`config.mk`:
```
export PLATFORM = sky130hd
export DESIGN_NAME = mc_recon
export DESIGN_NICKNAME = d
export VERILOG_FILES = /design/src/rtl/mc_pkg.sv /design/src/rtl/mc_recon_row.sv /design/src/rtl/mc_recon.sv
export SDC_FILE = /design/constraint.sdc
export NUM_CORES = 2
export LEC_CHECK = 0
export BUFFER_PORTS_ARGS = -buffer_cell sky130_fd_sc_hd__buf_4
export CAP_MARGIN = 0
export CORE_MARGIN = 3
export CORE_UTILIZATION = 25
export DETAILED_ROUTE_END_ITERATION = 10
export PLACE_DENSITY = 0.48
export SLEW_MARGIN = 40
export SYNTH_ARGS = -nofsm -noshare
export SYNTH_HDL_FRONTEND = slang
export SYNTH_SLANG_ARGS = --single-unit
```
`constraint.sdc`:
```
create_clock -name clk -period 4.2 [get_ports clk]
set_input_delay 0.84 -clock clk [delete_from_list [all_inputs] [get_ports clk]]
set_output_delay 0.84 -clock clk [all_outputs]
set_load 0.05 [all_outputs]
```
`src/rtl/mc_pkg.sv`:
```
// Shared constants and types for the motion-compensation reconstruction block.
// The default sizes here seed the parameters of mc_recon; the clamp limit is
// the largest motion-vector component that keeps the block window inside the
// reference frame.
package mc_pkg;

    localparam int MC_MB_SIZE        = 4;
    localparam int MC_PIXEL_WIDTH    = 8;
    localparam int MC_REF_FRAME_SIZE = 8;
    localparam int MC_RES_WIDTH      = MC_PIXEL_WIDTH + 1;
    localparam int MC_MV_WIDTH       = 6;
    localparam int MC_CLAMP_MAX      = MC_REF_FRAME_SIZE - MC_MB_SIZE;

    // Controller state; the encoding is visible as mc_recon.state for checkers.
    typedef enum logic [1:0] {
        IDLE = 2'd0,
        CALC = 2'd1,
        OUT  = 2'd2
    } mc_state_e;

endpackage

```
`src/rtl/mc_recon_row.sv`:
```
// One row of reconstruction adders: pixel + signed residual, computed one bit
// wider than the residual, then reduced back to pixel width.
// Build option MC_RECON_CLIP_EN: when defined each sum saturates to the pixel
// range; otherwise the low pixel bits are kept (modulo wrap), which exactly
// undoes an encoder that produced its residual with wrapping subtraction.
module mc_recon_row import mc_pkg::*; #(
    parameter int MB_SIZE     = MC_MB_SIZE,
    parameter int PIXEL_WIDTH = MC_PIXEL_WIDTH,
    parameter int RES_WIDTH   = PIXEL_WIDTH + 1
) (
    input  logic        [PIXEL_WIDTH-1:0] ref_row [MB_SIZE],
    input  logic signed [RES_WIDTH-1:0]   res_row [MB_SIZE],
    output logic        [PIXEL_WIDTH-1:0] sum_row [MB_SIZE]
);

    // Sum width: residual width plus one, pixel zero-extended.
    localparam int SW = RES_WIDTH + 1;

`ifdef MC_RECON_CLIP_EN
    localparam logic signed [SW-1:0] PIX_MAX = SW'((1 << PIXEL_WIDTH) - 1);

    logic signed [SW-1:0] sum_w [MB_SIZE];

    // Add each column and saturate the result into [0, 2^PIXEL_WIDTH-1].
    always_comb begin
        for (int j = 0; j < MB_SIZE; j++) begin
            sum_w[j] = signed'({{(SW-PIXEL_WIDTH){1'b0}}, ref_row[j]}) + SW'(res_row[j]);
            if (sum_w[j] < 0) begin
                sum_row[j] = '0;
            end else if (sum_w[j] > PIX_MAX) begin
                sum_row[j] = '1;
            end else begin
                sum_row[j] = sum_w[j][PIXEL_WIDTH-1:0];
            end
        end
    end
`else
    // Add each column and keep the low pixel bits of the sum.
    always_comb begin
        for (int j = 0; j < MB_SIZE; j++) begin
            sum_row[j] = PIXEL_WIDTH'(signed'({{(SW-PIXEL_WIDTH){1'b0}}, ref_row[j]})
                                      + SW'(res_row[j]));
        end
    end
`endif

endmodule

```
`src/rtl/mc_recon.sv`:
```
// Motion-compensated block reconstruction: recon = ref(window at clamped mv)
// + residual, one row per cycle through a single shared row adder.
// Build option MC_RECON_CLIP_EN selects saturating instead of wrapping output
// (see mc_recon_row).
//
// Handshake: a transfer happens on a rising edge where valid and ready are
// both 1. src_ready is a register that is high only in IDLE; dst_valid rises
// with the last recon row and, together with recon and mv_clamped, holds
// steady until dst_ready is sampled high. The two sides never overlap, so a
// new block can be accepted at most every MB_SIZE+2 cycles.
module mc_recon import mc_pkg::*; #(
    parameter int MB_SIZE        = MC_MB_SIZE,
    parameter int PIXEL_WIDTH    = MC_PIXEL_WIDTH,
    parameter int REF_FRAME_SIZE = MC_REF_FRAME_SIZE,
    parameter int RES_WIDTH      = PIXEL_WIDTH + 1
) (
    input  logic                          clk,
    input  logic                          reset_n,
    input  logic        [MC_MV_WIDTH-1:0] mv_x,
    input  logic        [MC_MV_WIDTH-1:0] mv_y,
    input  logic        [PIXEL_WIDTH-1:0] ref_frame [REF_FRAME_SIZE][REF_FRAME_SIZE],
    input  logic signed [RES_WIDTH-1:0]   residual  [MB_SIZE][MB_SIZE],
    input  logic                          src_valid,
    output logic                          src_ready,
    output logic                          dst_valid,
    input  logic                          dst_ready,
    output logic        [PIXEL_WIDTH-1:0] recon     [MB_SIZE][MB_SIZE],
    output logic                          mv_clamped
);

    localparam int CLAMP_MAX = REF_FRAME_SIZE - MB_SIZE;
    localparam int IW        = (REF_FRAME_SIZE > 1) ? $clog2(REF_FRAME_SIZE) : 1;
    localparam int CW        = (MB_SIZE > 1) ? $clog2(MB_SIZE) : 1;
    localparam logic [CW-1:0]          ROW_LAST = CW'(MB_SIZE - 1);
    localparam logic [MC_MV_WIDTH-1:0] MV_MAX   = MC_MV_WIDTH'(CLAMP_MAX);

    mc_state_e                   state;
    logic        [CW-1:0]        row_cnt;
    logic                        clamp_x;
    logic                        clamp_y;
    logic        [IW-1:0]        mvx_c;
    logic        [IW-1:0]        mvy_c;
    logic        [PIXEL_WIDTH-1:0] win_d   [MB_SIZE][MB_SIZE];
    logic        [PIXEL_WIDTH-1:0] win_q   [MB_SIZE][MB_SIZE];
    logic signed [RES_WIDTH-1:0]   res_q   [MB_SIZE][MB_SIZE];
    logic        [PIXEL_WIDTH-1:0] ref_row [MB_SIZE];
    logic signed [RES_WIDTH-1:0]   res_row [MB_SIZE];
    logic        [PIXEL_WIDTH-1:0] sum_row [MB_SIZE];

    // Clamp each mv component so the window never leaves the reference frame.
    assign clamp_x = (mv_x > MV_MAX);
    assign clamp_y = (mv_y > MV_MAX);
    assign mvx_c   = clamp_x ? IW'(CLAMP_MAX) : IW'(mv_x);
    assign mvy_c   = clamp_y ? IW'(CLAMP_MAX) : IW'(mv_y);

    // Select the MB_SIZE x MB_SIZE reference window at the clamped offset.
    // The clamped mv is folded into this window when it is latched.
    for (genvar gi = 0; gi < MB_SIZE; gi++) begin : g_win_row
        for (genvar gj = 0; gj < MB_SIZE; gj++) begin : g_win_col
            assign win_d[gi][gj] = ref_frame[IW'(gi) + mvy_c][IW'(gj) + mvx_c];
        end
    end

    // Present the row addressed by the row counter to the shared adder row.
    always_comb begin
        for (int j = 0; j < MB_SIZE; j++) begin
            ref_row[j] = win_q[row_cnt][j];
            res_row[j] = res_q[row_cnt][j];
        end
    end

    mc_recon_row #(
        .MB_SIZE     (MB_SIZE),
        .PIXEL_WIDTH (PIXEL_WIDTH),
        .RES_WIDTH   (RES_WIDTH)
    ) u_row (
        .ref_row (ref_row),
        .res_row (res_row),
        .sum_row (sum_row)
    );

    // Controller: accept and latch in IDLE, write one row per cycle in CALC,
    // hold the finished block in OUT until the consumer takes it.
    always_ff @(posedge clk or negedge reset_n) begin
        if (!reset_n) begin
            state      <= IDLE;
            src_ready  <= 1'b0;
            dst_valid  <= 1'b0;
            mv_clamped <= 1'b0;
            row_cnt    <= '0;
            for (int i = 0; i < MB_SIZE; i++) begin
                for (int j = 0; j < MB_SIZE; j++) begin
                    recon[i][j] <= '0;
                    win_q[i][j] <= '0;
                    res_q[i][j] <= '0;
                end
            end
        end else begin
            case (state)
                IDLE: begin
                    src_ready <= 1'b1;
                    if (src_valid && src_ready) begin
                        state      <= CALC;
                        src_ready  <= 1'b0;
                        row_cnt    <= '0;
                        mv_clamped <= clamp_x | clamp_y;
                        win_q      <= win_d;
                        res_q      <= residual;
                    end
                end
                CALC: begin
                    for (int j = 0; j < MB_SIZE; j++) begin
                        recon[row_cnt][j] <= sum_row[j];
                    end
                    if (row_cnt == ROW_LAST) begin
                        state     <= OUT;
                        dst_valid <= 1'b1;
                        row_cnt   <= '0;
                    end else begin
                        row_cnt <= row_cnt + CW'(1);
                    end
                end
                OUT: begin
                    if (dst_ready) begin
                        state     <= IDLE;
                        dst_valid <= 1'b0;
                        src_ready <= 1'b1;
                    end
                end
                default: begin
                    state     <= IDLE;
                    src_ready <= 1'b0;
                    dst_valid <= 1'b0;
                    row_cnt   <= '0;
                end
            endcase
        end
    end

endmodule

```
==> summary.txt <==
Net Count, Synth -> 4797
setup repair bufs after CTS -> 0
clk_skew -> 0.0385 ns
first drt pass iteration count -> 8
# hold bufs at CTS -> 0
initial antenna violation count -> 26
first-iteration detailed-routing DRC count -> 4050
complex-gate fraction of the synthesized area -> 21.5%
Unique masters post-synth -> 87
detail-routed net length per standard cell -> 30.5 um
mapped cell area -> 35300 um2
Reg2Reg Launch Point -> row_cnt[0]$_DFFE_PN0P_
routed wire length on met3 -> 18100 um
Final setup viols -> 0
Worst-path clk slew -> 0.07 ns
CP arrival -> 4.21 ns
number of synthesized flops with an enable pin -> 0
syn_area_per_cell -> 8.64 um2
Worst Path Required -> 4.66 ns
CTS Buffer Depth -> 3
crit path kind -> reg2reg
first-pass GRT wire length -> 290000 um
post-synthesis mux area share -> 25.8%
largest net degree at the start of global routing -> 96
status -> complete, no violations
CTS HTree Levels -> 2
crit path max fanout -> 16
Worst setup SP type -> flop
total gr overflow -> 0
Post-Synth Simple-Gate Area -> 17.1%
VDD IR max -> 0.000496 V
antenna-violating nets left -> 0
final hold slack -> 0.164 ns
WL met1 -> 87000 um
Die H -> 382 um
synth warn -> 0
FF-to-FF End -> recon[55]$_DFFE_PN0P_
root buf cell -> clkbuf_16
layout cell share with drive strength beyond 1 -> 33.1%
RSZ-0062 raised after global routing -> false
Total GRT Usage -> 27.3%
Area Growth Syn to Fin -> 33.2%
Vias/cell -> 5.71
initial cell density of the core -> 25.2%
post-CTS resize count -> 0
number of port buffers -> 786
Post-DP HPWL -> 167000 um
most common cell after layout, fill and taps aside -> buf_4
FFs w/ async S/R, synth -> 100%
Post-Syn Instances -> 4086
TritonCTS clock tree -> done
via count -> 39000
PD cells -> 552 nW/um2
Die ar. -> 146000 um2
Core Rows -> 137
Worst slew margin -> 43.5%
post-synthesis adder-cell area fraction -> 1.47%
IO Count -> 803
setup slack, reg-to-reg -> 0.45 ns
count of final hold-check violations -> 0
fin nets -> 5614
Max Cap Viol -> 0
fmax -> 0.267 GHz
vias in the first global route -> 37500
Clock Latency Late Sink -> 0.60 ns
total core area -> 140000 um2
Worst-Margin Slew -> 0.836 ns
Post-Route WL -> 208000 um
Num CTS Buffers -> 45
Synth Register Bits -> 391
# clock sinks -> 391
# DRC -> 0
commonest cells after routing, fill and taps aside -> 1108 x buf_4, 855 x nand2_1, 389 x dfrtp_1, 320 x o21ai_0, 307 x mux2i_1
Die W -> 382 um
non-filler instance count after layout -> 6829
Placed Cells -> 6731
Top Layer Used -> met5
cell leakage power -> 20.6 nW
Final Slew Violations -> 0
xor and xnor area share after synthesis -> 1.16%
FF-to-FF path depth -> 10
worst min-delay path category -> in2async
Tcrit/Tclk final -> 89.3%
CP Capture Type -> flop
Seq/Total Area, Yosys -> 27.7%
largest family of logic cells by synthesized area -> multiplexers
met2 wire length -> 91800 um
minimum clock period -> 3.75 ns
GP Congestion -> 0.970
ys flop type -> dfrtp_1
-- how the worst max path moves through the flow --
stage | endpoint | start | cells past startpoint
5_1_grt | recon[23]$_DFFE_PN0P_ | row_cnt[0]$_DFFE_PN0P_ | 10
4_1_cts | recon[87]$_DFFE_PN0P_ | row_cnt[0]$_DFFE_PN0P_ | 10
2_1_floorplan | win_q[5]$_DFFE_PN0P_ | mv_y[2] | 17
3_5_place_dp | win_q[18]$_DFFE_PN0P_ | mv_y[2] | 15
3_3_place_gp | win_q[18]$_DFFE_PN0P_ | mv_y[2] | 15
6_report | recon[55]$_DFFE_PN0P_ | row_cnt[0]$_DFFE_PN0P_ | 10
-- cell type report --
| type | count | area (um2) |
|---|---|---|
| Sequential cell | 391 | 9790 |
| Fill cell | 14900 | 92900 |
| Tap cell | 1876 | 2350 |
| Antenna cell | 16 | 40.0 |
| Inverter | 36 | 139 |
| Clock inverter | 20 | 235 |
| Multi-Input combinational cell | 3266 | 23800 |
| Clock buffer | 61 | 1260 |
| Timing Repair Buffer | 1163 | 9410 |
-- cells in the mapped netlist, types with 27 or more instances --
cell type / instances / area share [%]
o211ai_1: 58 / 1.2
ha_1: 35 / 1.2
a21oi_1: 148 / 2.1
nand2_1: 860 / 9.1
mux2_2: 146 / 4.7
nor3_1: 93 / 1.3
clkbuf_1: 229 / 2.4
inv_1: 30 / 0.32
o21ai_0: 320 / 4.5
dfrtp_1: 391 / 28
a22oi_1: 33 / 0.70
a221oi_1: 36 / 0.89
mux4_2: 195 / 12
a31oi_1: 30 / 0.53
a221o_1: 42 / 1.2
a211oi_1: 80 / 1.7
nor2_1: 208 / 2.2
xnor2_1: 27 / 0.67
or3_1: 27 / 0.48
nand3_1: 106 / 1.5
buf_1: 40 / 0.43
o221ai_1: 50 / 1.2
mux2i_1: 308 / 8.7
buf_2: 106 / 1.5
o22ai_1: 64 / 1.1
-- where the power goes --
group	total, mW	leakage [nW]	internal [mW]	switching, mW
Combinational	15.1	15.0	5.59	9.51
Sequential	6.78	4.84	5.58	1.20
Clock	4.06	0.731	2.30	1.76
-- metal layers --
layer,GRT usage (%),vias up
li1,-,17000
met1,36.2,19300
met2,42.3,2233
met3,6.04,402
met4,12.5,22
met5,0,-
-- worst max-delay path, stage by stage, from the launching register on --
cell     delay, ns
dfrtp_4       0.62
buf_4         0.40
mux4_2        0.60
ha_1          0.31
a21o_1        0.16
a21oi_1       0.24
nor2b_1       0.08
o21a_1        0.19
o41ai_1       0.50
xnor2_1       0.33
o21ai_0       0.14
-- kinds of logic after synthesis --
group,count (synthesis)
simple gates,1419
compound gates,1113
fa+ha+maj,39
mux,649
xor+xnor,46
flops,391
buf+inv,429
-- per-stage QoR --
| step | utilization [%] | worst slack (ns) | area [um2] | power, mW | setup TNS [ns] |
|---|---|---|---|---|---|
| finish | 33.6 | 0.449 | 47000 | 25.9 | 0 |
| CTS | 33.6 | 0.379 | 46900 | 26.3 | 0 |
| detailed placement | 32.5 | -0.0921 | 45400 | 22.2 | -0.220 |
| global placement | 32.5 | -0.139 | 45400 | 22.0 | -0.235 |
| floorplan | - | 0.00173 | 35300 | 15.4 | 0 |
| global route | 33.6 | 0.186 | 47000 | 27.7 | 0 |
-- registers in the layout (all words and copies together) (netlist names) --
register    cells
mv_clamped      1
row_cnt         2
src_ready       1
recon         128
win_q         128
state           2
res_q         128
dst_valid       1
No activity file was read; power rests on OpenSTA's default activity.
